`src/rtl/i2c_switched_write_seq_pkg.sv`:
```
// Shared definitions for the switched I2C write sequencer.
//   seq_state_e     : sequencer FSM states
//   phase_e         : which bus byte is being written (switch select / payload / switch deselect)
//   ERR_*           : error codes reported on error_code
//   PCA9548_BASE    : fixed upper five bits of the PCA9548APW address
//   switch_addr()   : full 8-bit write address of the switch for a given FMC LOC
package i2c_seq_pkg;

   typedef enum logic [2:0] {
      ST_IDLE,
      ST_REQ,
      ST_WAIT,
      ST_NEXT,
      ST_ATTEMPT_FAIL,
      ST_GAP,
      ST_DONE,
      ST_FAIL
   } seq_state_e;

   typedef enum logic [1:0] {
      PH_SELECT,
      PH_PAYLOAD,
      PH_DESELECT
   } phase_e;

   localparam logic [2:0] ERR_NONE        = 3'd0;
   localparam logic [2:0] ERR_SELECT      = 3'd1;
   localparam logic [2:0] ERR_PAYLOAD     = 3'd2;
   localparam logic [2:0] ERR_DESELECT    = 3'd3;
   localparam logic [2:0] ERR_LENGTH      = 3'd4;
   localparam logic [2:0] ERR_PAY_TIMEOUT = 3'd5;

   localparam logic [4:0] PCA9548_BASE = 5'b11101;

   function automatic logic [7:0] switch_addr(input logic [1:0] loc);
      return {PCA9548_BASE, loc, 1'b0};
   endfunction

endpackage

```
`src/rtl/i2c_switched_write_seq_if.sv`:
```
// Byte-level handshake between the sequencer and the existing I2C byte master.
//   i2c_start_write   : sequencer -> master, held high while a byte is requested
//   i2c_dev_adr       : sequencer -> master, address byte ({addr7,1'b0})
//   i2c_reg_dat       : sequencer -> master, data byte
//   i2c_wr_byte_done  : master -> sequencer, byte finished
//   i2c_wr_byte_error : master -> sequencer, byte NAK/error
// modport master : the sequencer side; modport slave : the byte-master side.
interface i2c_switched_write_seq_if;

   logic       i2c_start_write;
   logic [7:0] i2c_dev_adr;
   logic [7:0] i2c_reg_dat;
   logic       i2c_wr_byte_done;
   logic       i2c_wr_byte_error;

   modport master (
      output i2c_start_write,
      output i2c_dev_adr,
      output i2c_reg_dat,
      input  i2c_wr_byte_done,
      input  i2c_wr_byte_error
   );

   modport slave (
      input  i2c_start_write,
      input  i2c_dev_adr,
      input  i2c_reg_dat,
      output i2c_wr_byte_done,
      output i2c_wr_byte_error
   );

endinterface

```
`src/rtl/i2c_switched_write_seq_watchdog.sv`:
```
// Saturating cycle counter used as the per-attempt byte watchdog and as the
// inter-attempt retry gap timer.
//   clk, reset_n : clock, asynchronous active-low reset
//   clr_i        : synchronous clear to zero (wins over en_i)
//   en_i         : count one cycle
//   expired_o    : count has reached TIMEOUT_CYCLES-1, i.e. en_i has been
//                  high for TIMEOUT_CYCLES cycles since the last clear
module i2c_byte_watchdog #(
   parameter int unsigned TIMEOUT_CYCLES = 250000
) (
   input  logic clk,
   input  logic reset_n,
   input  logic clr_i,
   input  logic en_i,
   output logic expired_o
);

   localparam int unsigned CW = $clog2(TIMEOUT_CYCLES + 1);
   localparam logic [CW-1:0] LAST = CW'(TIMEOUT_CYCLES - 1);

   logic [CW-1:0] cnt_q;

   always_ff @(posedge clk or negedge reset_n) begin
      if (!reset_n) begin
         cnt_q <= '0;
      end else if (clr_i) begin
         cnt_q <= '0;
      end else if (en_i && (cnt_q != LAST)) begin
         cnt_q <= cnt_q + 1'b1;
      end
   end

   assign expired_o = (cnt_q == LAST);

endmodule

```
`src/rtl/i2c_switched_write_seq.sv`:
```
// Switched I2C write sequencer: opens a PCA9548APW channel, writes 0..MAX_BYTES
// payload bytes to a 7-bit target, then closes the switch, with per-byte retry,
// a byte watchdog and guaranteed switch deselect after a payload failure.
//   clk, reset_n      : 125 MHz clock, asynchronous active-low reset
//   sm_start          : one-cycle request, accepted only in IDLE
//   sm_running        : transaction in progress
//   fmc_loc           : FMC LOC bits of the switch address
//   channel_sel       : switch channel mask written during select
//   target_adr        : 7-bit target device address
//   num_bytes         : payload length
//   payload           : payload bytes, byte k at [8k+7:8k]
//   write_done        : one-cycle success pulse
//   write_error       : one-cycle failure pulse
//   error_code        : failure reason, valid from write_error to next start
//   i2c               : byte-master handshake (master modport)
module i2c_switched_write_seq
   import i2c_seq_pkg::*;
#(
   parameter int unsigned MAX_BYTES      = 4,
   parameter int unsigned MAX_RETRY      = 2,
   parameter int unsigned TIMEOUT_CYCLES = 250000,
   parameter int unsigned RETRY_GAP      = 1250
) (
   input  logic                   clk,
   input  logic                   reset_n,
   input  logic                   sm_start,
   output logic                   sm_running,
   input  logic [1:0]             fmc_loc,
   input  logic [7:0]             channel_sel,
   input  logic [6:0]             target_adr,
   input  logic [3:0]             num_bytes,
   input  logic [8*MAX_BYTES-1:0] payload,
   output logic                   write_done,
   output logic                   write_error,
   output logic [2:0]             error_code,
   i2c_switched_write_seq_if.master i2c
);

   localparam logic [3:0] MAX_N   = 4'(MAX_BYTES);
   localparam logic [2:0] MAX_RTY = 3'(MAX_RETRY);

   seq_state_e state_q;
   phase_e     phase_q;
   logic [3:0] idx_q;
   logic [2:0] retry_q;
   logic [3:0] nbytes_q;
   logic [1:0] loc_q;
   logic [7:0] ch_q;
   logic [6:0] tgt_q;
   logic [7:0] pay_q [16];
   logic [7:0] adr_q;
   logic [7:0] dat_q;
   logic       start_q;
   logic       running_q;
   logic       done_q;
   logic       error_q;
   logic [2:0] code_q;
   logic [2:0] pend_q;
   logic       last_to_q;
   logic       wd_expired;
   logic       gap_expired;

   i2c_byte_watchdog #(.TIMEOUT_CYCLES(TIMEOUT_CYCLES)) u_byte_wd (
      .clk       (clk),
      .reset_n   (reset_n),
      .clr_i     (state_q == ST_REQ),
      .en_i      (state_q == ST_WAIT),
      .expired_o (wd_expired)
   );

   i2c_byte_watchdog #(.TIMEOUT_CYCLES(RETRY_GAP)) u_gap_wd (
      .clk       (clk),
      .reset_n   (reset_n),
      .clr_i     (state_q == ST_ATTEMPT_FAIL),
      .en_i      (state_q == ST_GAP),
      .expired_o (gap_expired)
   );

   // Address/data pair for a phase, built from the latched request.
   function automatic logic [15:0] bus_word(input phase_e ph, input logic [3:0] idx);
      case (ph)
         PH_SELECT:  return {switch_addr(loc_q), ch_q};
         PH_PAYLOAD: return {tgt_q, 1'b0, pay_q[idx]};
         default:    return {switch_addr(loc_q), 8'h00};
      endcase
   endfunction

   always_ff @(posedge clk or negedge reset_n) begin
      if (!reset_n) begin
         state_q   <= ST_IDLE;
         phase_q   <= PH_SELECT;
         idx_q     <= '0;
         retry_q   <= '0;
         nbytes_q  <= '0;
         loc_q     <= '0;
         ch_q      <= '0;
         tgt_q     <= '0;
         for (int unsigned k = 0; k < 16; k++) pay_q[k] <= '0;
         adr_q     <= '0;
         dat_q     <= '0;
         start_q   <= 1'b0;
         running_q <= 1'b0;
         done_q    <= 1'b0;
         error_q   <= 1'b0;
         code_q    <= ERR_NONE;
         pend_q    <= ERR_NONE;
         last_to_q <= 1'b0;
      end else begin
         done_q  <= 1'b0;
         error_q <= 1'b0;
         case (state_q)
            ST_IDLE: begin
               if (sm_start) begin
                  code_q  <= ERR_NONE;
                  pend_q  <= ERR_NONE;
                  retry_q <= '0;
                  if (num_bytes > MAX_N) begin
                     code_q  <= ERR_LENGTH;
                     error_q <= 1'b1;
                     state_q <= ST_FAIL;
                  end else begin
                     loc_q    <= fmc_loc;
                     ch_q     <= channel_sel;
                     tgt_q    <= target_adr;
                     nbytes_q <= num_bytes;
                     for (int unsigned k = 0; k < MAX_BYTES; k++) pay_q[k] <= payload[8*k +: 8];
                     phase_q   <= PH_SELECT;
                     idx_q     <= '0;
                     adr_q     <= switch_addr(fmc_loc);
                     dat_q     <= channel_sel;
                     running_q <= 1'b1;
                     state_q   <= ST_REQ;
                  end
               end
            end
            ST_REQ: begin
               start_q <= 1'b1;
               state_q <= ST_WAIT;
            end
            ST_WAIT: begin
               // A NAK takes priority over a simultaneous done or watchdog expiry.
               if (i2c.i2c_wr_byte_error || wd_expired) begin
                  start_q   <= 1'b0;
                  last_to_q <= !i2c.i2c_wr_byte_error;
                  state_q   <= ST_ATTEMPT_FAIL;
               end else if (i2c.i2c_wr_byte_done) begin
                  start_q <= 1'b0;
                  state_q <= ST_NEXT;
               end
            end
            ST_NEXT: begin
               retry_q <= '0;
               state_q <= ST_REQ;
               if (phase_q == PH_DESELECT) begin
                  running_q <= 1'b0;
                  if (pend_q != ERR_NONE) begin
                     code_q  <= pend_q;
                     error_q <= 1'b1;
                     state_q <= ST_FAIL;
                  end else begin
                     done_q  <= 1'b1;
                     state_q <= ST_DONE;
                  end
               end else if ((phase_q == PH_SELECT && nbytes_q == 4'd0) ||
                            (phase_q == PH_PAYLOAD && idx_q + 4'd1 == nbytes_q)) begin
                  phase_q          <= PH_DESELECT;
                  {adr_q, dat_q}   <= bus_word(PH_DESELECT, idx_q);
               end else if (phase_q == PH_SELECT) begin
                  phase_q          <= PH_PAYLOAD;
                  idx_q            <= '0;
                  {adr_q, dat_q}   <= bus_word(PH_PAYLOAD, 4'd0);
               end else begin
                  idx_q            <= idx_q + 4'd1;
                  {adr_q, dat_q}   <= bus_word(PH_PAYLOAD, idx_q + 4'd1);
               end
            end
            ST_ATTEMPT_FAIL: begin
               if (retry_q < MAX_RTY) begin
                  retry_q <= retry_q + 3'd1;
                  state_q <= ST_GAP;
               end else begin
                  case (phase_q)
                     PH_SELECT: begin
                        code_q    <= ERR_SELECT;
                        error_q   <= 1'b1;
                        running_q <= 1'b0;
                        state_q   <= ST_FAIL;
                     end
                     PH_PAYLOAD: begin
                        // Payload failure still closes the switch; the code is
                        // reported once deselect completes (or is replaced by 3).
                        pend_q         <= last_to_q ? ERR_PAY_TIMEOUT : ERR_PAYLOAD;
                        phase_q        <= PH_DESELECT;
                        retry_q        <= '0;
                        {adr_q, dat_q} <= bus_word(PH_DESELECT, idx_q);
                        state_q        <= ST_REQ;
                     end
                     default: begin
                        code_q    <= ERR_DESELECT;
                        error_q   <= 1'b1;
                        running_q <= 1'b0;
                        state_q   <= ST_FAIL;
                     end
                  endcase
               end
            end
            ST_GAP: begin
               if (gap_expired) state_q <= ST_REQ;
            end
            default: begin
               state_q <= ST_IDLE;
            end
         endcase
      end
   end

   assign sm_running          = running_q;
   assign write_done          = done_q;
   assign write_error         = error_q;
   assign error_code          = code_q;
   assign i2c.i2c_start_write = start_q;
   assign i2c.i2c_dev_adr     = adr_q;
   assign i2c.i2c_reg_dat     = dat_q;

endmodule

```
`src/flat_wrapper.sv`:
```
// flat-port wrapper written by rule: the top's interface ports become plain ports
module i2c_switched_write_seq_flat import i2c_seq_pkg::*;
#(
   parameter int unsigned MAX_BYTES      = 4,
   parameter int unsigned MAX_RETRY      = 2,
   parameter int unsigned TIMEOUT_CYCLES = 250000,
   parameter int unsigned RETRY_GAP      = 1250
)
  (clk, reset_n, sm_start, sm_running, fmc_loc, channel_sel, target_adr, num_bytes, payload, write_done, write_error, error_code, i2c_i2c_start_write, i2c_i2c_dev_adr, i2c_i2c_reg_dat, i2c_i2c_wr_byte_done, i2c_i2c_wr_byte_error);
  i2c_switched_write_seq_if i2c_i ();
  input  logic clk;
  input  logic reset_n;
  input  logic sm_start;
  output logic sm_running;
  input  logic [1:0] fmc_loc;
  input  logic [7:0] channel_sel;
  input  logic [6:0] target_adr;
  input  logic [3:0] num_bytes;
  input  logic [8*MAX_BYTES-1:0] payload;
  output logic write_done;
  output logic write_error;
  output logic [2:0] error_code;
  output wire logic [$bits(i2c_i.i2c_start_write)-1:0] i2c_i2c_start_write;
  output wire logic [$bits(i2c_i.i2c_dev_adr)-1:0] i2c_i2c_dev_adr;
  output wire logic [$bits(i2c_i.i2c_reg_dat)-1:0] i2c_i2c_reg_dat;
  input wire logic [$bits(i2c_i.i2c_wr_byte_done)-1:0] i2c_i2c_wr_byte_done;
  input wire logic [$bits(i2c_i.i2c_wr_byte_error)-1:0] i2c_i2c_wr_byte_error;
  assign i2c_i2c_start_write = i2c_i.i2c_start_write;
  assign i2c_i2c_dev_adr = i2c_i.i2c_dev_adr;
  assign i2c_i2c_reg_dat = i2c_i.i2c_reg_dat;
  assign i2c_i.i2c_wr_byte_done = i2c_i2c_wr_byte_done;
  assign i2c_i.i2c_wr_byte_error = i2c_i2c_wr_byte_error;
  i2c_switched_write_seq #(.MAX_BYTES(MAX_BYTES), .MAX_RETRY(MAX_RETRY), .TIMEOUT_CYCLES(TIMEOUT_CYCLES), .RETRY_GAP(RETRY_GAP)) u_core (.clk(clk), .reset_n(reset_n), .sm_start(sm_start), .sm_running(sm_running), .fmc_loc(fmc_loc), .channel_sel(channel_sel), .target_adr(target_adr), .num_bytes(num_bytes), .payload(payload), .write_done(write_done), .write_error(write_error), .error_code(error_code), .i2c(i2c_i));
endmodule
```
`config.mk`:
```
export PLATFORM = sky130hd
export DESIGN_NAME = i2c_switched_write_seq_flat
export DESIGN_NICKNAME = d
export VERILOG_FILES = /design/src/rtl/i2c_switched_write_seq_pkg.sv /design/src/rtl/i2c_switched_write_seq_if.sv /design/src/rtl/i2c_switched_write_seq_watchdog.sv /design/src/rtl/i2c_switched_write_seq.sv /design/src/flat_wrapper.sv
export SDC_FILE = /design/constraint.sdc
export NUM_CORES = 1
export LEC_CHECK = 0
export CORE_MARGIN = 2
export CORE_UTILIZATION = 54
export DETAILED_ROUTE_END_ITERATION = 8
export GPL_TIMING_DRIVEN = 0
export PLACE_DENSITY = 0.8
export SLEW_MARGIN = 5
export SYNTH_ARGS = -nofsm -noshare
export SYNTH_HDL_FRONTEND = slang
export SYNTH_SLANG_ARGS = --single-unit
```
`constraint.sdc`:
```
create_clock -name clk -period 2.6 [get_ports clk]
set_input_delay 0.52 -clock clk [delete_from_list [all_inputs] [get_ports clk]]
set_output_delay 0.52 -clock clk [all_outputs]
set_load 0.01 [all_outputs]
```
==> results of run 1 <==
==> metal layers <==
metal / GRT usage, % / wire length (um) / part of all wire, %
met1: 31.20 / 5320 / 43
met4: 7.432 / 234 / 1.9
met2: 38.53 / 6092 / 50
met3: 4.762 / 606 / 4.9
met5: 0 / 0 / 0
==> final cells by class <==
| cell class | instances | share of cell area (%) |
|---|---|---|
| multi-input combinational | 331 | 37.64 |
| sequential | 111 | 42.04 |
| buffer | 21 | 1.610 |
| timing repair buffer | 80 | 12.40 |
| clock inverter | 7 | 1.288 |
| clock buffer | 9 | 1.875 |
| inverter | 11 | 0.6249 |
| tap | 133 | 2.518 |
==> logic make-up after synthesis <==
group / Yosys count
simple gates: 150
other cells: 1
fa+ha+maj: 5
compound gates: 93
flops: 111
buf+inv: 32
xor+xnor: 26
mux: 56
==> per-stage QoR <==
| stage | std cells | hold slack, ns | utilization, % | TNS [ns] |
|---|---|---|---|---|
| 2_1_floorplan | 474 | 0.2244 | - | 0 |
| 3_3_place_gp | 686 | 0.4641 | 65.30 | -345.71 |
| 3_5_place_dp | 687 | 0.4435 | 65.60 | -6.766 |
| 4_1_cts | 703 | 0.02142 | 67.81 | 0 |
| 5_1_grt | 703 | 0.03045 | 67.91 | 0 |
| 6_report | 703 | 0.02022 | 67.91 | 0 |
==> final timing paths <==
path	startpoint	endpoint	depth (start not counted)
hold reg to reg	u_core.sm_running	u_core.sm_running	1
hold / removal	reset_n	u_core.u_byte_wd.cnt_q[10]	1
setup reg to reg	u_core.idx_q[0]	u_core.i2c.i2c_reg_dat[6]	9
max in group asynchronous	reset_n	u_core.phase_q[0]	2
setup / recovery	u_core.idx_q[0]	u_core.i2c.i2c_reg_dat[6]	9
min in group clk	u_core.sm_running	u_core.sm_running	1
==> registers in the layout, summed over array words and instances (netlist names), 4 cells and up <==
name                    count
u_core.idx_q                4
u_core.i2c.i2c_reg_dat      8
u_core.u_byte_wd.cnt_q     18
u_core.tgt_q                7
u_core.nbytes_q             4
u_core.u_gap_wd.cnt_q      11
u_core.i2c.i2c_dev_adr      7
u_core.pay_q               32
==> layout by cell type, fill, tap and decap left out, types with 3 or more instances in the layout <==
master / n
buf_2: 11
or4_1: 3
mux2_2: 47
nor2_1: 39
inv_1: 11
ha_1: 5
a21oi_1: 17
nand2_1: 36
a22o_1: 3
o21a_1: 11
clkdlybuf4s50_1: 78
nor4_1: 3
nand3_1: 10
and2_1: 4
nor3b_1: 3
clkbuf_1: 6
o32a_1: 4
a22oi_1: 11
nand3b_1: 6
mux4_2: 8
or3_1: 5
nor3_1: 11
o21ai_0: 18
o31ai_1: 3
inv_6: 3
dfrtp_1: 111
o211ai_1: 9
xnor2_1: 16
nand4_1: 5
nor2b_1: 3
clkbuf_8: 9
xor2_1: 9
nor4b_1: 3
==> timing repair <==
| item | 4_1_cts | 5_1_grt |
|---|---|---|
| hold endpoints to repair | 0 | 0 |
| gates resized for setup | 2 | 2 |
| endpoints found under the setup margin | 7 | 41 |
| cloned | 0 | 0 |
==> worst max-delay path: cells and delay by family (launching register included) <==
| family | cells | cell delay, ns |
|---|---|---|
| buf+inv | 2 | 0.53 |
| compound gates | 3 | 0.41 |
| simple gates | 2 | 0.46 |
| fa+ha+maj | 1 | 0.31 |
| xor+xnor | 1 | 0.22 |
| flops | 1 | 0.43 |
==> power by group <==
group	internal (uW)	switching, uW	total (uW)
combinational	1430	1390	2830
sequential	2340	424	2760
clock	467	613	1080
total	4240	2430	6670
==> impl_metrics.ini, run 1 <==
[global_route]
grt_util_all_layers_pct = 23.35
grt_pass1_wl_mm = 20.36
grt_overflow = 0
grt_max_degree = 76
grt_pass1_vias = 4169
grt_antenna_before_repair = 0

[routing]
drtPass1Iterations = 4
viasPerCell = 5.822
drc = 0
wl_per_cell_um = 17.43
drt_iter0_markers = 234
drtAntennaViolNets = 0
vias = 4093
routed_wl_mm = 12.25

[cts]
htree_levels = 3
root_buffer = clkbuf_8
holdBufCountCts = 0
numCtsBuffers = 9
cts.sinks = 111
cts_max_path_buffers = 2
cts_tree = yes
clk_latency_ns = 0.38
clk_pin_slew_ns = 0.11
cts_setup_buffers = 0

[cells_and_area]
nFillCells = 733
syn_to_final_growth_pct = 22.44
antennaDiodeCount = 0
multi_input_area_um2 = 2487
layout-drive-gt1-share_pct = 18.42
regArea_um2 = 2778
nets = 628
stdcell_area_um2 = 6608

[critical_path]
r2r_slack_ns = 0.14
cp_slowest_cell = dfrtp_1
slowest_delay_ns = 0.43
worst_setup_path_end_kind = register
crit_arrival_ns = 2.73
crit_top_cell = clkbuf_2
critPathKind = reg -> reg
crit_required_ns = 2.87
path_cells = ha_1 > clkbuf_2 > xor2_1 > nor4_1 > a21oi_1 > nand2_1 > clkbuf_2 > o211ai_1 > o21a_1
critPathMaxFanout = 10
critPathLaunchType = register

[synthesis]
synth_top_cells_by_area = dfrtp_1 51%, mux2_2 9.8%, mux4_2 3.3%, nor2_1 2.7%, xnor2_1 2.6%
syn_area_per_cell_um2 = 11.38
ys.flop_type = dfrtp_1
synth_nets = 537
synth_top_family_by_area = simple AND/OR/NAND/NOR gates
synth_most_common_cell = dfrtp_1
ys_seq_area_share_pct = 51.47
synthSimpleGateAreaFrac_pct = 14.70
synthAdderAreaFrac_pct = 1.159
synth-edff-count = 0
synth_largest_area_cell = dfrtp_1
syn_area_um2 = 5396
synth_xor_xnor_area_share_pct = 4.498
syn_inst = 474
async_flop_share_pct = 100.0
yosys-top-cells-count = 111 x dfrtp_1, 47 x mux2_2, 39 x nor2_1
synth_compound_area_share_pct = 12.06
muxShareOfSynthArea_pct = 13.33
synth_seq_cells = 111
synth_cell_type_count = 63
yosys_warnings = 96
synth_top_area_share_pct = 51.47

[outcome]
status = finished, final reports clean

[floorplanning]
rows = 36
die_y_um = 104.0
coreArea_um2 = 9729
die_area_um2 = 10810
start_util_pct = 55.47
die_w_um = 104.0
num_io_pins = 81

[placement]
gp_congestion = 0.8755
hpwl_mm = 8.882
io_buffers = 79
postPlaceCellArea_um2 = 6382
dpl_worst_slack_ns = -0.1575

[sta]
max_freq_mhz = 406.1
rsz0062_at_grt = no
final_hold_viol_count = 0
timing.final.ws_setup_ns = 0.1374
worst_slew_pin_slew_ns = 0.7547
finalCritPeriodShare_pct = 94.72
drv_slew = 0
fin_worst_skew_ns = 0.01818
setup_viol = 0
slew-limit-headroom_pct = 49.38
period_needed_ns = 2.463

[pwr]
p_per_area_nw_per_um2 = 1009
total_power_uw = 6670
p_leak_uw = 0.002706
irDropWorstVdd_mv = 0.5819

[run]
drv_cap = 0

[hold_path]
min_path_type = in -> async
No activity file was read; power rests on OpenSTA's default activity.
==> run 2: changes to the inputs <==
--- a/config.mk
+++ b/config.mk
@@ -10,7 +10,7 @@
 export DETAILED_ROUTE_END_ITERATION = 8
 export GPL_TIMING_DRIVEN = 0
 export PLACE_DENSITY = 0.8
-export SLEW_MARGIN = 5
+export SLEW_MARGIN = 0
 export SYNTH_ARGS = -nofsm -noshare
 export SYNTH_HDL_FRONTEND = slang
 export SYNTH_SLANG_ARGS = --single-unit
==> impl_metrics.ini, run 2 (synthesized netlist as in run 1, its figures left out) <==
[outcome]
status = finished, final reports clean

[global_route]
grt_pass1_wl_mm = 20.46
grt_overflow = 0
grt_antenna_before_repair = 0
grt_pass1_vias = 4141
grt_max_degree = 76
grt_util_all_layers_pct = 23.63

[routing]
viasPerCell = 5.815
drc = 0
routed_wl_mm = 12.21
drt_iter0_markers = 202
vias = 4088
drtPass1Iterations = 4
drtAntennaViolNets = 0
wl_per_cell_um = 17.36

[hold_path]
min_path_type = in -> async

[sta]
drv_slew = 0
period_needed_ns = 2.480
slew-limit-headroom_pct = 48.38
max_freq_mhz = 403.3
rsz0062_at_grt = no
fin_worst_skew_ns = 0.01073
worst_slew_pin_slew_ns = 0.7697
final_hold_viol_count = 0
setup_tns_ns = 0
timing.final.ws_setup_ns = 0.1202
finalCritPeriodShare_pct = 95.38
setup_viol = 0

[floorplanning]
coreArea_um2 = 9729
start_util_pct = 55.47
die_area_um2 = 10810
die_y_um = 104.0
num_io_pins = 81
die_w_um = 104.0
rows = 36

[pwr]
p_sw_uw = 2437
p_comb_share_pct = 42.4
irDropWorstVdd_mv = 0.5244
switching_share_pct = 36.48
seqPwrFrac_pct = 41.3
p_leak_uw = 0.002706
clock_power_share_pct = 16.3
intPower_uw = 4244
p_per_area_nw_per_um2 = 1011

[cells_and_area]
layout-drive-gt1-share_pct = 18.25
largest-register = u_core.pay_q
largest_reg_flops = 32
reg.largest.list = u_core.pay_q x32, u_core.u_byte_wd.cnt_q x18, u_core.u_gap_wd.cnt_q x11
layout_commonest_cell = dfrtp_1
nets = 628
syn_to_final_growth_pct = 22.40
antennaDiodeCount = 0
final_cell_mix = 111 x dfrtp_1, 78 x clkdlybuf4s50_1, 47 x mux2_2

[cts]
root_buffer = clkbuf_8
htree_levels = 3
cts_tree = yes
cts.sinks = 111
clk_latency_ns = 0.38
cts_max_path_buffers = 2
holdBufCountCts = 0
clk_pin_slew_ns = 0.11
numCtsBuffers = 9

[critical_path]
critPathLaunchType = register
crit_arrival_ns = 2.74
critPathKind = reg -> reg
reg2regPathDepth = 8
critPathMaxFanout = 10
worst_setup_path_end_kind = register
crit_required_ns = 2.86

[placement]
dpl_worst_slack_ns = -0.1508
hpwl_mm = 8.899
gp_congestion = 0.8755
io_buffers = 79

[run]
drv_cap = 0
run 2: cell counts in the layout (fill, tap and decap cells not counted):
Identical to the previous run, type by type.
run 2: routing by layer:
layer,wire length [um],vias up,GRT usage (%)
li1,-,1910,-
met1,5217,2022,31.57
met2,6086,136,38.39
met3,646,20,5.764
met4,257,0,7.336
met5,0,-,0
run 2: per-stage QoR:
stage | util (%) | instances | total power (uW) | hold WS (ns) | instance area (um2)
5_1_grt | 67.89 | 703 | 7105 | 0.1078 | 6605
4_1_cts | 67.80 | 703 | 6701 | 0.09717 | 6596
3_3_place_gp | 65.30 | 686 | 5451 | 0.4641 | 6354
2_1_floorplan | - | 474 | 4590 | 0.2244 | 5396
6_report | 67.89 | 703 | 6681 | 0.08810 | 6605
3_5_place_dp | 65.56 | 687 | 5593 | 0.4689 | 6379
run 2: critical path: stages, from the launching register on:
cell      delay, ns
dfrtp_1        0.44
ha_1           0.30
clkbuf_2       0.30
xor2_1         0.18
nor4_1         0.07
and2_1         0.18
nor3_2         0.29
o21ai_1        0.21
a221o_1        0.40
run 2: power groups by stage:
stage / clock (uW) / combinational [uW] / sequential [uW]
floorplan: 0 / 1860 / 2730
global placement: 0 / 2700 / 2750
detailed placement: 0 / 2810 / 2780
CTS: 1120 / 2830 / 2750
global route: 1190 / 3090 / 2830
finish: 1090 / 2830 / 2760
run 2: cell type report:
type                       instances  area, um2
inverter                          11      41.29
clock inverter                     7      87.58
tap                              133      166.4
sequential                       111       2778
buffer                            21      108.9
clock buffer                       9      123.9
multi-input combinational        331       2484
fill                             735       3124
timing repair buffer              80      815.8
run 2: worst paths after layout:
| check | startpoint | endpoint | slack (ns) |
|---|---|---|---|
| worst max-delay path | u_core.idx_q[1] | u_core.idx_q[2] | 0.12 |
| worst min-delay path | reset_n | u_core.u_byte_wd.cnt_q[10] | 0.09 |
| worst max register to register | u_core.idx_q[1] | u_core.idx_q[2] | 0.12 |
| worst min register to register | u_core.sm_running | u_core.sm_running | 0.49 |
| max in group asynchronous | reset_n | u_core.nbytes_q[0] | 1.80 |
| min in group clk | u_core.sm_running | u_core.sm_running | 0.49 |
run 2: what timing repair did:
action,4_1_cts,5_1_grt
resized for setup,2,3
endpoints found under the setup margin,7,42
setup buffers,0,0
